## src/rtl/mem_io_bridge_if.sv

```systemverilog
// mem_io_bridge_if: bus bundle between the CPU datapath, data memory and NUM_IO peripheral channels.
// Parameters: DW, AW, IO_DW, NUM_IO, IO_OFF_W (must match the bridge instance).
// Modports: master = bridge side (drives cpu_rdata/stall/err, memory port, peripheral requests);
//           slave  = CPU/memory/peripheral side (drives strobes, address, write data, read data, acks).
interface mem_io_bridge_if #(
    parameter int DW       = 32,
    parameter int AW       = 32,
    parameter int IO_DW    = 24,
    parameter int NUM_IO   = 4,
    parameter int IO_OFF_W = 4
);
    logic                    cpu_mread;
    logic                    cpu_mwrite;
    logic                    cpu_ioread;
    logic                    cpu_iowrite;
    logic [AW-1:0]           cpu_addr;
    logic [DW-1:0]           cpu_wdata;
    logic [DW-1:0]           cpu_rdata;
    logic                    cpu_stall;
    logic                    err;
    logic [AW-1:0]           mem_addr;
    logic [DW-1:0]           mem_wdata;
    logic                    mem_we;
    logic [DW-1:0]           mem_rdata;
    logic [NUM_IO-1:0]       io_sel;
    logic [IO_OFF_W-1:0]     io_addr;
    logic [IO_DW-1:0]        io_wdata;
    logic                    io_rd;
    logic                    io_wr;
    logic [NUM_IO*IO_DW-1:0] io_rdata;
    logic [NUM_IO-1:0]       io_ack;

    modport master (
        input  cpu_mread, cpu_mwrite, cpu_ioread, cpu_iowrite, cpu_addr, cpu_wdata,
        input  mem_rdata, io_rdata, io_ack,
        output cpu_rdata, cpu_stall, err, mem_addr, mem_wdata, mem_we,
        output io_sel, io_addr, io_wdata, io_rd, io_wr
    );

    modport slave (
        output cpu_mread, cpu_mwrite, cpu_ioread, cpu_iowrite, cpu_addr, cpu_wdata,
        output mem_rdata, io_rdata, io_ack,
        input  cpu_rdata, cpu_stall, err, mem_addr, mem_wdata, mem_we,
        input  io_sel, io_addr, io_wdata, io_rd, io_wr
    );
endinterface

```

## src/rtl/mem_io_bridge.sv

```systemverilog
// mem_io_bridge: multi-cycle router of CPU load/store strobes to one data-memory port and NUM_IO peripheral channels.
// Ports: clock (rising edge), reset_n (async active-low), b (mem_io_bridge_if.master: CPU strobes/address/data in,
//        cpu_rdata/cpu_stall/err out, memory port, one-hot peripheral select with rd/wr request and per-channel ack).
// Optional: define MEMIO_TIMEOUT_EN to abort IO accesses that see no ack within TIMEOUT cycles.
module mem_io_bridge #(
    parameter int DW       = 32,
    parameter int AW       = 32,
    parameter int IO_DW    = 24,
    parameter int NUM_IO   = 4,
    parameter int IO_OFF_W = 4,
    parameter int MEM_LAT  = 1,
    parameter int TIMEOUT  = 15
) (
    input logic             clock,
    input logic             reset_n,
    mem_io_bridge_if.master b
);
    typedef enum logic [1:0] {IDLE, MEM, IO, DONE} state_t;

    state_t           state;
    logic [2:0]       lat_cnt;
    logic             rd_op;
    logic [3:0]       strb;
    logic             any;
    logic             multi;
    logic             is_mem;
    logic             is_read;
    logic             bad_ch;
    logic [IO_DW-1:0] sel_rdata;
`ifdef MEMIO_TIMEOUT_EN
    localparam int TW = $clog2(TIMEOUT + 1);
    logic [TW-1:0] tmo_cnt;
`endif

    assign strb    = {b.cpu_mread, b.cpu_mwrite, b.cpu_ioread, b.cpu_iowrite};
    assign any     = |strb;
    // more than one bit set <=> clearing the lowest set bit leaves something behind
    assign multi   = |(strb & (strb - 4'd1));
    assign is_mem  = b.cpu_mread | b.cpu_mwrite;
    assign is_read = b.cpu_mread | (!b.cpu_mwrite & b.cpu_ioread);
    assign bad_ch  = {1'b0, b.cpu_addr[IO_OFF_W +: 4]} >= 5'(NUM_IO);
    // stall must rise in the same cycle the CPU raises a strobe, so it is decoded rather than registered
    assign b.cpu_stall = reset_n & ((state == IDLE) ? any : (state != DONE));

    always_comb begin
        sel_rdata = '0;
        for (int k = 0; k < NUM_IO; k++)
            if (b.io_sel[k]) sel_rdata = b.io_rdata[k*IO_DW +: IO_DW];
    end

    always_ff @(posedge clock or negedge reset_n) begin
        if (!reset_n) begin
            state       <= IDLE;
            lat_cnt     <= '0;
            rd_op       <= 1'b0;
            b.cpu_rdata <= '0;
            b.err       <= 1'b0;
            b.mem_addr  <= '0;
            b.mem_wdata <= '0;
            b.mem_we    <= 1'b0;
            b.io_sel    <= '0;
            b.io_addr   <= '0;
            b.io_wdata  <= '0;
            b.io_rd     <= 1'b0;
            b.io_wr     <= 1'b0;
`ifdef MEMIO_TIMEOUT_EN
            tmo_cnt     <= '0;
`endif
        end else begin
            b.err <= 1'b0;
            case (state)
                IDLE: if (any) begin
                    rd_op <= is_read;
                    b.err <= multi | (!is_mem & bad_ch);
                    if (is_mem) begin
                        b.mem_addr  <= b.cpu_addr;
                        b.mem_wdata <= b.cpu_wdata;
                        b.mem_we    <= !is_read;
                        lat_cnt     <= '0;
                        state       <= MEM;
                    end else begin
                        b.io_addr  <= b.cpu_addr[IO_OFF_W-1:0];
                        b.io_wdata <= b.cpu_wdata[IO_DW-1:0];
                        // an empty select marks an out-of-range channel for the IO state
                        b.io_sel   <= bad_ch ? '0 : NUM_IO'(1) << b.cpu_addr[IO_OFF_W +: 4];
                        b.io_rd    <= !bad_ch & is_read;
                        b.io_wr    <= !bad_ch & !is_read;
`ifdef MEMIO_TIMEOUT_EN
                        tmo_cnt    <= '0;
`endif
                        state      <= IO;
                    end
                end
                MEM: if (b.mem_we) begin
                    b.mem_we <= 1'b0;
                    state    <= DONE;
                end else if (lat_cnt == 3'(MEM_LAT - 1)) begin
                    b.cpu_rdata <= b.mem_rdata;
                    state       <= DONE;
                end else begin
                    lat_cnt <= lat_cnt + 3'd1;
                end
                IO: if (b.io_sel == '0) begin
                    if (rd_op) b.cpu_rdata <= '0;
                    state <= DONE;
                end else if (|(b.io_ack & b.io_sel)) begin
                    if (rd_op) b.cpu_rdata <= DW'(sel_rdata);
                    b.io_sel <= '0;
                    b.io_rd  <= 1'b0;
                    b.io_wr  <= 1'b0;
                    state    <= DONE;
                end
`ifdef MEMIO_TIMEOUT_EN
                else if (tmo_cnt == TW'(TIMEOUT - 1)) begin
                    if (rd_op) b.cpu_rdata <= '0;
                    b.err    <= 1'b1;
                    b.io_sel <= '0;
                    b.io_rd  <= 1'b0;
                    b.io_wr  <= 1'b0;
                    state    <= DONE;
                end else begin
                    tmo_cnt <= tmo_cnt + TW'(1);
                end
`endif
                default: state <= IDLE;
            endcase
        end
    end
endmodule

```

## src/flat_wrapper.sv

```systemverilog
// flat-port wrapper written by rule: the top's interface ports become plain ports
module mem_io_bridge_flat 
#(
    parameter int DW       = 32,
    parameter int AW       = 32,
    parameter int IO_DW    = 24,
    parameter int NUM_IO   = 4,
    parameter int IO_OFF_W = 4,
    parameter int MEM_LAT  = 1,
    parameter int TIMEOUT  = 15
)
  (clock, reset_n, b_cpu_mread, b_cpu_mwrite, b_cpu_ioread, b_cpu_iowrite, b_cpu_addr, b_cpu_wdata, b_mem_rdata, b_io_rdata, b_io_ack, b_cpu_rdata, b_cpu_stall, b_err, b_mem_addr, b_mem_wdata, b_mem_we, b_io_sel, b_io_addr, b_io_wdata, b_io_rd, b_io_wr);
  mem_io_bridge_if #(.DW(DW), .AW(AW), .IO_DW(IO_DW), .NUM_IO(NUM_IO), .IO_OFF_W(IO_OFF_W)) b_i ();
  input logic clock;
  input logic reset_n;
  input wire logic [$bits(b_i.cpu_mread)-1:0] b_cpu_mread;
  input wire logic [$bits(b_i.cpu_mwrite)-1:0] b_cpu_mwrite;
  input wire logic [$bits(b_i.cpu_ioread)-1:0] b_cpu_ioread;
  input wire logic [$bits(b_i.cpu_iowrite)-1:0] b_cpu_iowrite;
  input wire logic [$bits(b_i.cpu_addr)-1:0] b_cpu_addr;
  input wire logic [$bits(b_i.cpu_wdata)-1:0] b_cpu_wdata;
  input wire logic [$bits(b_i.mem_rdata)-1:0] b_mem_rdata;
  input wire logic [$bits(b_i.io_rdata)-1:0] b_io_rdata;
  input wire logic [$bits(b_i.io_ack)-1:0] b_io_ack;
  output wire logic [$bits(b_i.cpu_rdata)-1:0] b_cpu_rdata;
  output wire logic [$bits(b_i.cpu_stall)-1:0] b_cpu_stall;
  output wire logic [$bits(b_i.err)-1:0] b_err;
  output wire logic [$bits(b_i.mem_addr)-1:0] b_mem_addr;
  output wire logic [$bits(b_i.mem_wdata)-1:0] b_mem_wdata;
  output wire logic [$bits(b_i.mem_we)-1:0] b_mem_we;
  output wire logic [$bits(b_i.io_sel)-1:0] b_io_sel;
  output wire logic [$bits(b_i.io_addr)-1:0] b_io_addr;
  output wire logic [$bits(b_i.io_wdata)-1:0] b_io_wdata;
  output wire logic [$bits(b_i.io_rd)-1:0] b_io_rd;
  output wire logic [$bits(b_i.io_wr)-1:0] b_io_wr;
  assign b_i.cpu_mread = b_cpu_mread;
  assign b_i.cpu_mwrite = b_cpu_mwrite;
  assign b_i.cpu_ioread = b_cpu_ioread;
  assign b_i.cpu_iowrite = b_cpu_iowrite;
  assign b_i.cpu_addr = b_cpu_addr;
  assign b_i.cpu_wdata = b_cpu_wdata;
  assign b_i.mem_rdata = b_mem_rdata;
  assign b_i.io_rdata = b_io_rdata;
  assign b_i.io_ack = b_io_ack;
  assign b_cpu_rdata = b_i.cpu_rdata;
  assign b_cpu_stall = b_i.cpu_stall;
  assign b_err = b_i.err;
  assign b_mem_addr = b_i.mem_addr;
  assign b_mem_wdata = b_i.mem_wdata;
  assign b_mem_we = b_i.mem_we;
  assign b_io_sel = b_i.io_sel;
  assign b_io_addr = b_i.io_addr;
  assign b_io_wdata = b_i.io_wdata;
  assign b_io_rd = b_i.io_rd;
  assign b_io_wr = b_i.io_wr;
  mem_io_bridge #(.DW(DW), .AW(AW), .IO_DW(IO_DW), .NUM_IO(NUM_IO), .IO_OFF_W(IO_OFF_W), .MEM_LAT(MEM_LAT), .TIMEOUT(TIMEOUT)) u_core (.clock(clock), .reset_n(reset_n), .b(b_i));
endmodule
```

## config.mk

```make
export PLATFORM = sky130hd
export DESIGN_NAME = mem_io_bridge_flat
export DESIGN_NICKNAME = d
export VERILOG_FILES = /design/src/rtl/mem_io_bridge_if.sv /design/src/rtl/mem_io_bridge.sv /design/src/flat_wrapper.sv
export SDC_FILE = /design/constraint.sdc
export NUM_CORES = 1
export LEC_CHECK = 0
export BUFFER_PORTS_ARGS = -buffer_cell sky130_fd_sc_hd__buf_4
export CAP_MARGIN = 20
export CORE_AREA = 2 2 131 133
export CTS_BUF_LIST = sky130_fd_sc_hd__clkbuf_8
export DETAILED_ROUTE_END_ITERATION = 8
export DIE_AREA = 0 0 133 135
export GPL_ROUTABILITY_DRIVEN = 0
export PLACE_DENSITY = 0.79
export SLEW_MARGIN = 5
export SYNTH_ARGS = -nofsm -noshare
export SYNTH_HDL_FRONTEND = slang
export SYNTH_SLANG_ARGS = --single-unit
```

## constraint.sdc

```tcl
create_clock -name clock -period 2.6 [get_ports clock]
set_input_delay 0.26 -clock clock [delete_from_list [all_inputs] [get_ports clock]]
set_output_delay 0.26 -clock clock [all_outputs]
set_load 0.005 [all_outputs]
```

## Yosys cells after proc, flatten, opt, wreduce, memory -nomap -nowiden

Index checks and enable logic that the tools add are counted.

| cells by class | value |
|---|---|
| multipliers | 0 |
| add/sub/neg operators | 2 |
| bitwise gates (word level) | 11 |
| divide/modulo/power cells | 0 |
| shifts and indexed selects | 1 |
| multiplexer cells | 43 |
| eq/ne operators | 14 |
| reductions and logical operators | 21 |
| $lt $le $gt $ge | 1 |

Operators with widths:

| kind | number |
|---|---|
| 32-bit two-way mux | 6 |
| 24-bit two-way mux | 4 |
| 32-bit case mux with 2 select lines | 1 |
| 4-bit two-way mux | 5 |
| 5-bit AND reduction | 3 |
| 2-bit two-way mux | 6 |
| 3-bit two-way mux | 4 |
| 3-bit AND reduction | 4 |
| 4-bit OR reduction | 3 |
| 1-bit two-way mux | 11 |
| 2-bit by 1-bit inequality test with 1-bit output, second input constant | 5 |
| 2-bit inequality test, second input constant | 5 |
| 4-bit AND | 2 |
| 4-bit case mux with 2 select lines | 1 |
| 3-bit by 1-bit inequality test with 1-bit output, second input constant | 2 |
| 1-bit case mux with 2 select lines | 3 |
| 2-bit case mux with 3 select lines | 1 |
| 3-bit case mux with 2 select lines | 1 |
| 2-bit nonzero test | 3 |
| 1-bit AND | 5 |
| 4-bit by 3-bit >= comparator with 1-bit output, second input constant | 1 |
| 1-bit zero test | 4 |
| 4-bit zero test | 1 |
| 1-bit by 4-bit << shifter with 4-bit output, first input constant | 1 |
| 9 further kinds | 11 |

| word-level totals | value |
|---|---|
| word-level logic and storage cells | 106 |
| input port bits | 202 |
| memories kept | 0 |
| bits in latches | 0 |
| bits in read-only memories | 0 |
| bits in registers | 138 |
| bits in writable memories | 0 |

## Longest topological paths before layout

Gate-level depths: netlist (run 1).

| logic depth | value |
|---|---|
| depth in word-level cells | 8 |
| mapped depth | 8 |
| gate-level depth less buffers | 6 |

## Worst setup path before layout (run 1)

Ideal clock, no wire load.

| timing | value |
|---|---|
| path type | reg-to-reg |
| start | register u_core.state[0] |
| end | register u_core.b.cpu_rdata[0] |
| stages on the path, launching flop included | 9 |
| required time | 2,475 ps |
| arrival | 1,870 ps |
| buffers on the path | 3 |
| path slack | 605 ps |
| cells stage by stage | dfrtp_1 > inv_1 > ha_1 > clkbuf_1 > a221oi_1 > and3_1 > buf_6 > buf_6 > mux2_4 |

| on the way | value |
|---|---|
| cells in the longest elaborated chain, start to end | 3 |
| elaborated cells on any way between the ends | 9 |
| classes of those cells | eq/ne (6); mux (1); reduce/logical (2) |

RTL lines:

| item | line | text |
|---|---|---|
| start, declared | mem_io_bridge.sv:20 | `state_t state;` |
| start signal, assigned | mem_io_bridge.sv:53 | `state <= IDLE;` |
| start signal, assigned | mem_io_bridge.sv:80 | `state <= MEM;` |
| start signal, assigned | mem_io_bridge.sv:91 | `state <= IO;` |
| 2-bit == test / 2-bit by 1-bit == test with 1-bit output (equally long branches) | mem_io_bridge.sv:71 | `case (state)` |
| 3-bit by 1-bit inequality test with 1-bit output (no source line) (tied with other cells) | -- |  |
| 5-bit AND reduction (no source line) | -- |  |
| end signal, assigned | mem_io_bridge.sv:98 | `b.cpu_rdata <= b.mem_rdata;` |
| end signal, assigned | mem_io_bridge.sv:107 | `if (rd_op) b.cpu_rdata <= DW'(sel_rdata);` |
| end, declared | mem_io_bridge_if.sv:36 | `output cpu_rdata, cpu_stall, err, mem_addr, mem_wdata, mem_we,` |

Several ways; a longest one is shown, not always the timed one.
A chain may end at the register's enable or synchronous reset.

## Worst setup path after layout (run 1)

| timing | value |
|---|---|
| start | register u_core.state[0] |
| end | output port b_cpu_stall |

| on the way | value |
|---|---|
| cells in the longest elaborated chain, start to end | 3 |
| elaborated cells on any way between the ends | 4 |
| classes of those cells | eq/ne (1); mux (1); bitwise (1); reduce/logical (1) |

RTL lines:

| item | line | text |
|---|---|---|
| 2-bit inequality test / 2-bit zero test (equally long branches) | mem_io_bridge.sv:43 | `assign b.cpu_stall = reset_n & ((state == IDLE) ? any : (state != DONE));` |
| 1-bit two-way mux * | mem_io_bridge.sv:43 |  |
| 1-bit AND * | mem_io_bridge.sv:43 |  |
| end, declared | flat_wrapper.sv:26 | `output wire logic [$bits(b_i.cpu_stall)-1:0] b_cpu_stall;` |

Mark *: on every way between the ends. The rest lies on a longest branch, timed or not.

==> results.md, run 1 <==
- Status: finished, final reports clean
- CTS sink cnt: 138
- Post-synthesis cell type with the largest combined area: dfrtp_1
- Achievable Freq: ~0.42 GHz
- LEAKAGE: 4.68 nW
- Max Cap Viol: 0
- WL per Instance: just under 20 um
- TritonCTS buffer count: 17
- Net Switching: slightly below 4 mW
- Die Area: around 0.018 mm^2
- FFs w/ async S/R, synth: 1.00
- Core area: 0.0164 mm^2
- Post-CTS setup repair buffer count: 0
- Synth Area in Adders: 0.0117
- Commonest non-fill, non-tap cell in the layout: buf_4
- Worst hold path class: in2reg
- Final hold violations: 0
- DRT antenna net count: 0
- Switching share of power: 0.346
- DRT Pass-1 Iters: 6
- Int Power: 7.51 mW
- Post-Syn Area per Cell: ~13 um^2
- First-pass GRT wire length: roughly 31,000 um
- Worst setup SP type: flip-flop
- Synth Instances: between 400 and 500
- Drt drc: 0
- 1st-iter DRT viols: around 200
- Arrival @ worst endpoint: ~2100 ps
- Cell Pwr Density: about 1200 mW/mm^2
- Port Buffers: around 330
- Comb power frac: 0.515
- Main combinational cell family by area after synthesis: multiplexers
- Netlist Area Pre-Place: around 0.0064 mm^2
- Final WL: 20,600 um
- DR vias/cell: ~5.2
- Util after Layout: 0.583
- Pin count of the biggest net entering global routing: a little over 80
- Clock Skew: ~13 ps
- Critical path's slowest cell: dfrtp_1
- Clk pwr share: 0.148
- Layout cells sized above 1: 0.576
- CTS clk-pin slew, worst paths: approximately 90 ps
- Minimum clock period: roughly 2400 ps
- Xor-xnor portion of the synthesized cell area: 0
- Accumulated negative setup slack: 0 ps
- RSZ-0062 raised after global routing: no
- Setup Viol. Count Final: 0
- CTS tree: built
- Layout Area Growth over Synthesis: 49.0%
- Syn Nets: a little under 700
- Critical Path RT: between 2000 and 2500 ps
- Vias in the first global route: 5,871
- Die Wd: about 130 um
- Tcrit/Tclk final: 0.921
- CP max stage delay: approximately 420 ps
- Congestion Overflow GR: 0
- CP cell instances: inv_1 -> ha_1 -> nor3b_2 -> nand2_1 -> and3_1 -> buf_4
- Nets: 1,023
- Mux share of post-synthesis cell area: 0.250
- Clk root buf: clkbuf_8
- FF+latch count, synth: roughly 140
- Initial Utilization: 0.391
- Top Ports: ~340
- Synth area leaders: dfrtp_1 54%, mux2_2 12%, mux2_4 6.8%
- Die height: approximately 140 um
- Compound-Gate Fraction of Synth Area: 0.114
- Yosys top cell area share: 0.538
- Worst relative slew slack: 0.319
- Worst-path maximum fanout: 11
- Post-Synth Simple-Gate Area: 0.0401
- Commonest non-fill, non-tap cells in the layout: 338 x buf_4, 138 x dfrtp_1, 68 x mux2_2, 33 x inv_1, 33 x mux2_1
- Flop pwr share: 0.337
- Setup CP Type: reg2out
- Global-route usage over all layers: 0.226
- Clock Latency Late Sink: between 400 and 500 ps
- Total Power: 11.5 mW
- Syn. warnings: 0
- Vias: about 5,500
- # rows: 47
- Post-DP HPWL: approximately 16,000 um
- Final Non-Filler Cells: 1,048
- Yosys cell types: between 40 and 50
- Antenna violations before repair: 0
- EDFF count, synth: 0
- Placed insts: 1,013
- Sequential area share after synthesis: 0.538
- H-tree level count: 4
- Synth Flop Type: dfrtp_1
- Clk buf depth: 2
- Worst-margin pin slew: 1020 ps
- CP Capture Type: output port
- Peak VDD IR: 0.000711 V
- ANT cells: 0
- Slew Limit Fails: 0
## critical path: cells and delay by family, from the launching register on
| family | cells | cell delay (ps) |
|---|---|---|
| buffers and inverters | 2 | 230 |
| flip-flops | 1 | 420 |
| AND/OR/NAND/NOR | 3 | 640 |
| adder cells (fa/ha/maj) | 1 | 390 |
## path summary, 6_finish.rpt
kind                                   startpoint                     end  slack [ps]  cells past startpoint
hold / removal                     b_cpu_wdata[4]    u_core.b.io_wdata[4]          20                      2
setup reg to reg                  u_core.state[0]          u_core.b.io_wr         320                      6
max in group asynchronous                 reset_n  u_core.b.cpu_rdata[15]        1620                      3
setup / recovery                  u_core.state[0]             b_cpu_stall         210                      6
hold reg to reg            u_core.b.cpu_rdata[24]  u_core.b.cpu_rdata[24]         490                      1
min in group asynchronous                 reset_n    u_core.b.mem_addr[7]         220                      2
## cell families after synthesis
| group | after synthesis |
|---|---|
| DFF | 138 |
| muxes | 133 |
| AOI/OAI and AO/OA | 95 |
| buffers and inverters | 66 |
| and+or+nand+nor | 46 |
| adders and majority gates | 6 |
## final cells by class
cell class                 instances  area (um^2)
multi-input combinational        280         2690
sequential                       138         3450
inverter                          32          120
clock inverter                    14          123
tap                              220          275
timing repair buffer             346         2660
fill                            1365         6840
clock buffer                      18          248
## metal layers
layer | GRT usage | part of all wire | vias up
met4 | 0.0824 | 0.020 | 0
met5 | 0 | 0 | -
met1 | 0.254 | 0.37 | 2675
met2 | 0.397 | 0.51 | 287
li1 | - | - | 2462
met3 | 0.0788 | 0.10 | 26
## per-stage QoR
stage,setup WS [ps],hold slack [ps],cell area (um^2)
4_1_cts,99.0,0.0938,9570
2_1_floorplan,605,-35.6,6420
5_1_grt,52.9,1.69,9570
3_3_place_gp,441,141,9170
3_5_place_dp,349,140,9170
6_report,206,24.5,9570
## cells in the mapped netlist (all sizes together) (5+ instances only)
cell type	n
a221oi	24
a22o	5
buf	15
clkbuf	19
dfrtp	138
ha	6
inv	32
mux2	130
nand2	7
nand2b	5
nor2	7
nor2b	11
o21ai	6
o22ai	23
o32ai	23
## power groups by stage
stage | combinational [mW] | clock (mW) | sequential, mW
floorplan | 3.30 | 0 | 3.86
finish | 5.91 | 1.70 | 3.87
detailed placement | 5.95 | 0 | 3.90
global route | 6.33 | 1.82 | 4.00
CTS | 5.97 | 1.74 | 3.88
global placement | 5.83 | 0 | 3.84
## registers in the layout, summed over array words and instances, names as in the netlist
name	count
u_core.b.io_addr	4
u_core.b.mem_addr	32
u_core.b.mem_we	1
u_core.b.mem_wdata	32
u_core.b.io_sel	4
u_core.b.io_wr	1
u_core.lat_cnt	3
u_core.state	2
u_core.b.io_rd	1
u_core.b.io_wdata	24
u_core.rd_op	1
u_core.b.err	1
u_core.b.cpu_rdata	32
## what timing repair did
item                                    in CTS  in global routing
hold endpoints to repair                    23                  0
resized for setup                            0                  1
endpoints found under the setup margin       0                  1
hold buffers                                 3                  0
No activity file was read; power rests on OpenSTA's default activity.
==> inputs of run 2 (changes only) <==
BUFFER_PORTS_ARGS = -buffer_cell sky130_fd_sc_hd__buf_2   (was -buffer_cell sky130_fd_sc_hd__buf_4)
CAP_MARGIN = 0   (was 20)
==> results.md, run 2 (synthesis gave the netlist of run 1 again) <==
- Commonest non-fill, non-tap cells in the layout: 333 x buf_2, 138 x dfrtp_1, 68 x mux2_2, 33 x mux2_1, 31 x inv_1
- Hold WS: between 40 and 50 ps
- Worst-path maximum fanout: 11
- Die Wd: between 100 and 150 um
- CTS tree: built
- CTS clk-pin slew, worst paths: around 90 ps
- DRT Pass-1 Iters: 5
- Commonest non-fill, non-tap cell in the layout: buf_2
- Status: finished, final reports clean
- Port Buffers: approximately 330
- Clk root buf: clkbuf_8
- First-pass GRT wire length: ~30,000 um
- H-tree level count: 4
- Arrival @ worst endpoint: ~2100 ps
- Nets: about 1,000
- TritonCTS buffer count: 17
- Post-DP HPWL: roughly 15,000 um
- Setup Viol. Count Final: 0
- CP cell instances: inv_1 -> ha_1 -> nor3b_2 -> nand2_1 -> and3_1 -> buf_2
- Die height: between 100 and 150 um
- Max Cap Viol: 0
- DRT antenna net count: 0
- Drt drc: 0
- Cell Pwr Density: 1250 mW/mm^2
- Fin area: around 0.0088 mm^2
- LEAKAGE: around 4.4 nW
- Congestion Overflow GR: 0
- CP max stage delay: between 400 and 500 ps
- Die Area: approximately 0.018 mm^2
- Achievable Freq: between 0.4 and 0.5 GHz
- Tcrit/Tclk final: 0.903
- Antenna violations before repair: 1
- RSZ-0062 raised after global routing: no
- Vias: 5,397
- CTS sink cnt: 138
- Peak VDD IR: just over 0.0007 V
- Core area: 0.0164 mm^2
- Final hold violations: 0
- Layout cells sized above 1: 0.579
- Slew Limit Fails: 0
- Placed Area: approximately 0.0083 mm^2
- CP Capture Type: output port
- Accumulated negative setup slack: 0 ps
- Clock Latency Late Sink: ~440 ps
- Pin count of the biggest net entering global routing: 93
- Vias in the first global route: 5,632
- Critical Path RT: about 2300 ps
- Top Ports: about 340
- Critical path's slowest cell: dfrtp_1
- Worst relative slew slack: 0.323
- Worst-margin pin slew: 1010 ps
- Setup CP Type: reg2out
- Clock Skew: about 14 ps
- Final WL: 19,300 um
- Clk buf depth: 2
- # rows: 47
- Worst hold path class: in2reg
- WL per Instance: around 18 um
- 1st-iter DRT viols: 221
- Top flop regs: u_core.b.cpu_rdata: 32 flops, u_core.b.mem_addr: 32 flops, u_core.b.mem_wdata: 32 flops
- DR vias/cell: about 5
- Layout Area Growth over Synthesis: 36.7%
- Worst setup SP type: flip-flop
- Global-route usage over all layers: 0.212
- Minimum clock period: between 2000 and 2500 ps
- Initial Utilization: 0.391
run 2: critical path: cells and delay by family (launching register included):
kind | cells | cell delay, ps
simple gates | 3 | 620
flops | 1 | 420
fa+ha+maj | 1 | 380
buf+inv | 2 | 230
run 2: area by class of cell:
cell class / count / area, um^2
fillers: 1450 / 7630
well taps: 220 / 275
repair buffers: 345 / 1820
diodes: 1 / 2.50
clock buffers: 17 / 234
clock inverters: 15 / 188
inverters: 32 / 120
multi-input cells: 280 / 2690
flip-flops and latches: 138 / 3450
run 2: report_power, final:
group | switching [mW] | internal [mW] | total, mW | leakage (nW)
sequential | 0.578 | 3.23 | 3.81 | 1.67
clock | 0.916 | 0.969 | 1.89 | 0.215
combinational | 2.39 | 2.89 | 5.29 | 2.55
run 2: stage by stage:
| stage | instances | utilization | setup WS, ps | total power [mW] |
|---|---|---|---|---|
| floorplan | 484 | - | 605 | 7.16 |
| global placement | 1013 | 0.508 | 440 | 8.96 |
| detailed placement | 1013 | 0.508 | 312 | 9.14 |
| CTS | 1047 | 0.535 | 116 | 11.1 |
| global route | 1048 | 0.535 | 100 | 11.7 |
| finish | 1048 | 0.535 | 252 | 11.0 |
run 2: final timing paths:
kind | from | endpoint | slack (ps) | depth (start not counted)
min in group asynchronous | reset_n | u_core.b.mem_addr[31] | 300 | 2
min | b_cpu_addr[31] | u_core.b.mem_addr[31] | 40 | 2
max | u_core.state[0] | b_cpu_stall | 250 | 6
max in group asynchronous | reset_n | u_core.b.cpu_rdata[28] | 1420 | 3
min reg2reg | u_core.b.io_wdata[4] | u_core.b.io_wdata[4] | 480 | 1
max reg2reg | u_core.state[0] | u_core.b.io_sel[1] | 280 | 6
run 2: what timing repair did:
item | CTS | global route
hold buffers | 2 | 0
gates resized for setup | 0 | 1
endpoints found under the hold margin | 47 | 0
endpoints found under the setup margin | 0 | 1
setup buffers | 0 | 0
run 2: per-layer routing:
metal,part of all wire,global-route usage,vias up,wire (um)
met2,0.50,0.370,298,9730
met5,0,0,-,0
met4,0.021,0.0765,0,408
met3,0.10,0.0800,25,2010
li1,-,-,2463,-
met1,0.37,0.237,2611,7180
==> inputs of run 3 (changes only) <==
ABC_AREA = 1   (was default)
PLACE_DENSITY = 0.83   (was 0.79)
==> results.md, run 3 <==
- WL per Instance: between 10 and 15 um
- Drt drc: 0
- CTS clk-pin slew, worst paths: around 90 ps
- Most common cell in the netlist: nand2_1
- FFs w/ async S/R, synth: 1.00
- EDFF count, synth: 0
- Top flop regs: u_core.b.cpu_rdata: 32 flops, u_core.b.mem_addr: 32 flops, u_core.b.mem_wdata: 32 flops
- RSZ-0062 raised after global routing: no
- Pin count of the biggest net entering global routing: 75
- CP cell instances: inv_1 -> ha_1 -> nand2_1 -> inv_2 -> nand2_1 -> nand3_1 -> inv_1 -> buf_2
- Yosys top cell area share: 0.501
- Nets: 1,490
- H-tree level count: 4
- Worst-path maximum fanout: 6
- Clock Latency Late Sink: about 440 ps
- Status: finished, final reports clean
- Die Wd: around 130 um
- 1st-iter DRT viols: 340
- Accumulated negative setup slack: 0 ps
- Achievable Freq: 0.476 GHz
- Peak VDD IR: between 0.0007 and 0.0008 V
- Final hold violations: 0
- Tcrit/Tclk final: 0.809
- Die height: between 100 and 150 um
- Die Area: approximately 0.018 mm^2
- CP max stage delay: between 400 and 500 ps
- Post-CTS setup repair buffer count: 0
- Global-route usage over all layers: 0.248
- Layout cells sized above 1: 0.305
- Netlist Area Pre-Place: 0.00689 mm^2
- Antenna violations before repair: 3
- Synth Instances: between 900 and 1,000
- Resize count post-CTS: 0
- Core area: 0.0164 mm^2
- Worst relative slew slack: 0.431
- Initial Utilization: 0.420
- Clock Skew: about 14 ps
- Worst hold path class: in2reg
- # rows: 47
- Yosys cell types: 26
- Setup CP Type: reg2out
- FF+latch count, synth: around 140
- Slew Limit Fails: 0
- Setup Viol. Count Final: 0
- Sequential area share after synthesis: 0.501
- Post-DP HPWL: roughly 16,000 um
- Arrival @ worst endpoint: 1840 ps
- Port Buffers: roughly 330
- CP Capture Type: output port
- Worst-margin pin slew: approximately 850 ps
- Layout Area Growth over Synthesis: 35.2%
- Vias: ~7,200
- Minimum clock period: roughly 2100 ps
- Critical path's slowest cell: dfrtp_1
- Synth Flop Type: dfrtp_1
- DR vias/cell: about 4.8
- Critical Path RT: approximately 2300 ps
- Post-Syn Area per Cell: 7.35 um^2
- Synth top cells by count: 450 x nand2_1, 138 x dfrtp_1, 78 x inv_1, 57 x nor2_1, 45 x o21ai_0
- Crit-path leading delay family: flip-flops
- CTS sink cnt: around 140
- Cell Pwr Density: 1150 mW/mm^2
- Clk root buf: clkbuf_8
- Commonest non-fill, non-tap cells in the layout: 450 x nand2_1, 333 x buf_2, 138 x dfrtp_1, 78 x inv_1, 57 x nor2_1
- First-pass GRT wire length: 34,900 um
- Hold_buf cts: 26
- LEAKAGE: roughly 5.6 nW
- DRT antenna net count: 0
- DRT Pass-1 Iters: 4
- Post-synthesis cell type with the largest combined area: dfrtp_1
- Congestion Overflow GR: 0
- CTS tree: built
- CP bufs+invs: 4
- Hold WS: 30.3 ps
- Max Cap Viol: 0
- Top Ports: ~340
- Final WL: 22,700 um
- Commonest non-fill, non-tap cell in the layout: nand2_1
- Worst setup SP type: flip-flop
- Clk buf depth: 2
- Syn Nets: 1,146
- TritonCTS buffer count: 17
- Vias in the first global route: roughly 7,000
- Synth area leaders: dfrtp_1 50%, nand2_1 25%, inv_1 4.2%
- Syn. warnings: 0
-- run 3: area by class of cell --
class	count	area, um^2
inverter	81	307
fill	1488	7090
clock inverter	11	135
multi-input combinational	671	2830
timing repair buffer	373	2050
clock buffer	19	262
antenna	2	5.00
sequential	138	3450
tap	220	275
-- run 3: path summary, 6_finish.rpt --
check,start,end,slack (ps),cells past startpoint
max in group asynchronous,reset_n,u_core.b.mem_addr[1],1490,3
worst min-delay path,b_cpu_addr[30],u_core.b.mem_addr[30],30,3
worst min register to register,u_core.b.io_rd,u_core.b.io_rd,470,2
min in group asynchronous,reset_n,u_core.b.cpu_rdata[31],210,2
worst max-delay path,u_core.state[0],b_cpu_stall,500,8
worst max register to register,u_core.state[1],u_core.b.cpu_rdata[2],630,9
-- run 3: logic make-up after synthesis --
group           Yosys count  share of synthesized area
compound gates          107                     0.0814
buf+inv                 129                     0.0883
fa+ha+maj                 6                     0.0109
flops                   138                      0.501
simple gates            558                      0.318
-- run 3: report_power, final --
group          internal (mW)  switching, mW
logic                   1.92           3.20
clock network          0.913          0.884
registers               3.19          0.620
-- run 3: layer usage --
| metal | global-route usage | up-vias | wire length (um) | share of wire |
|---|---|---|---|---|
| li1 | - | 3562 | - | - |
| met1 | 0.273 | 3228 | 8450 | 0.37 |
| met2 | 0.431 | 366 | 11000 | 0.49 |
| met3 | 0.0803 | 62 | 2250 | 0.099 |
| met4 | 0.128 | 2 | 937 | 0.041 |
| met5 | 0 | - | 7 | 0.00031 |
-- run 3: stage by stage --
stage          std cells  area, um^2  power [mW]  worst slack (ps)  utilization
2_1_floorplan        938        6890        7.00              1140            -
3_3_place_gp        1457        8650        8.72               734        0.527
3_5_place_dp        1457        8650        8.90               657        0.527
4_1_cts             1513        9310        10.8               478        0.567
5_1_grt             1515        9310        11.7               342        0.568
6_report            1515        9310        10.7               497        0.568
-- run 3: tightest hold or removal path: cells and delay by family --
| family | cells | cell delay [ps] |
|---|---|---|
| buf+inv | 1 | 80 |
| simple gates | 2 | 100 |
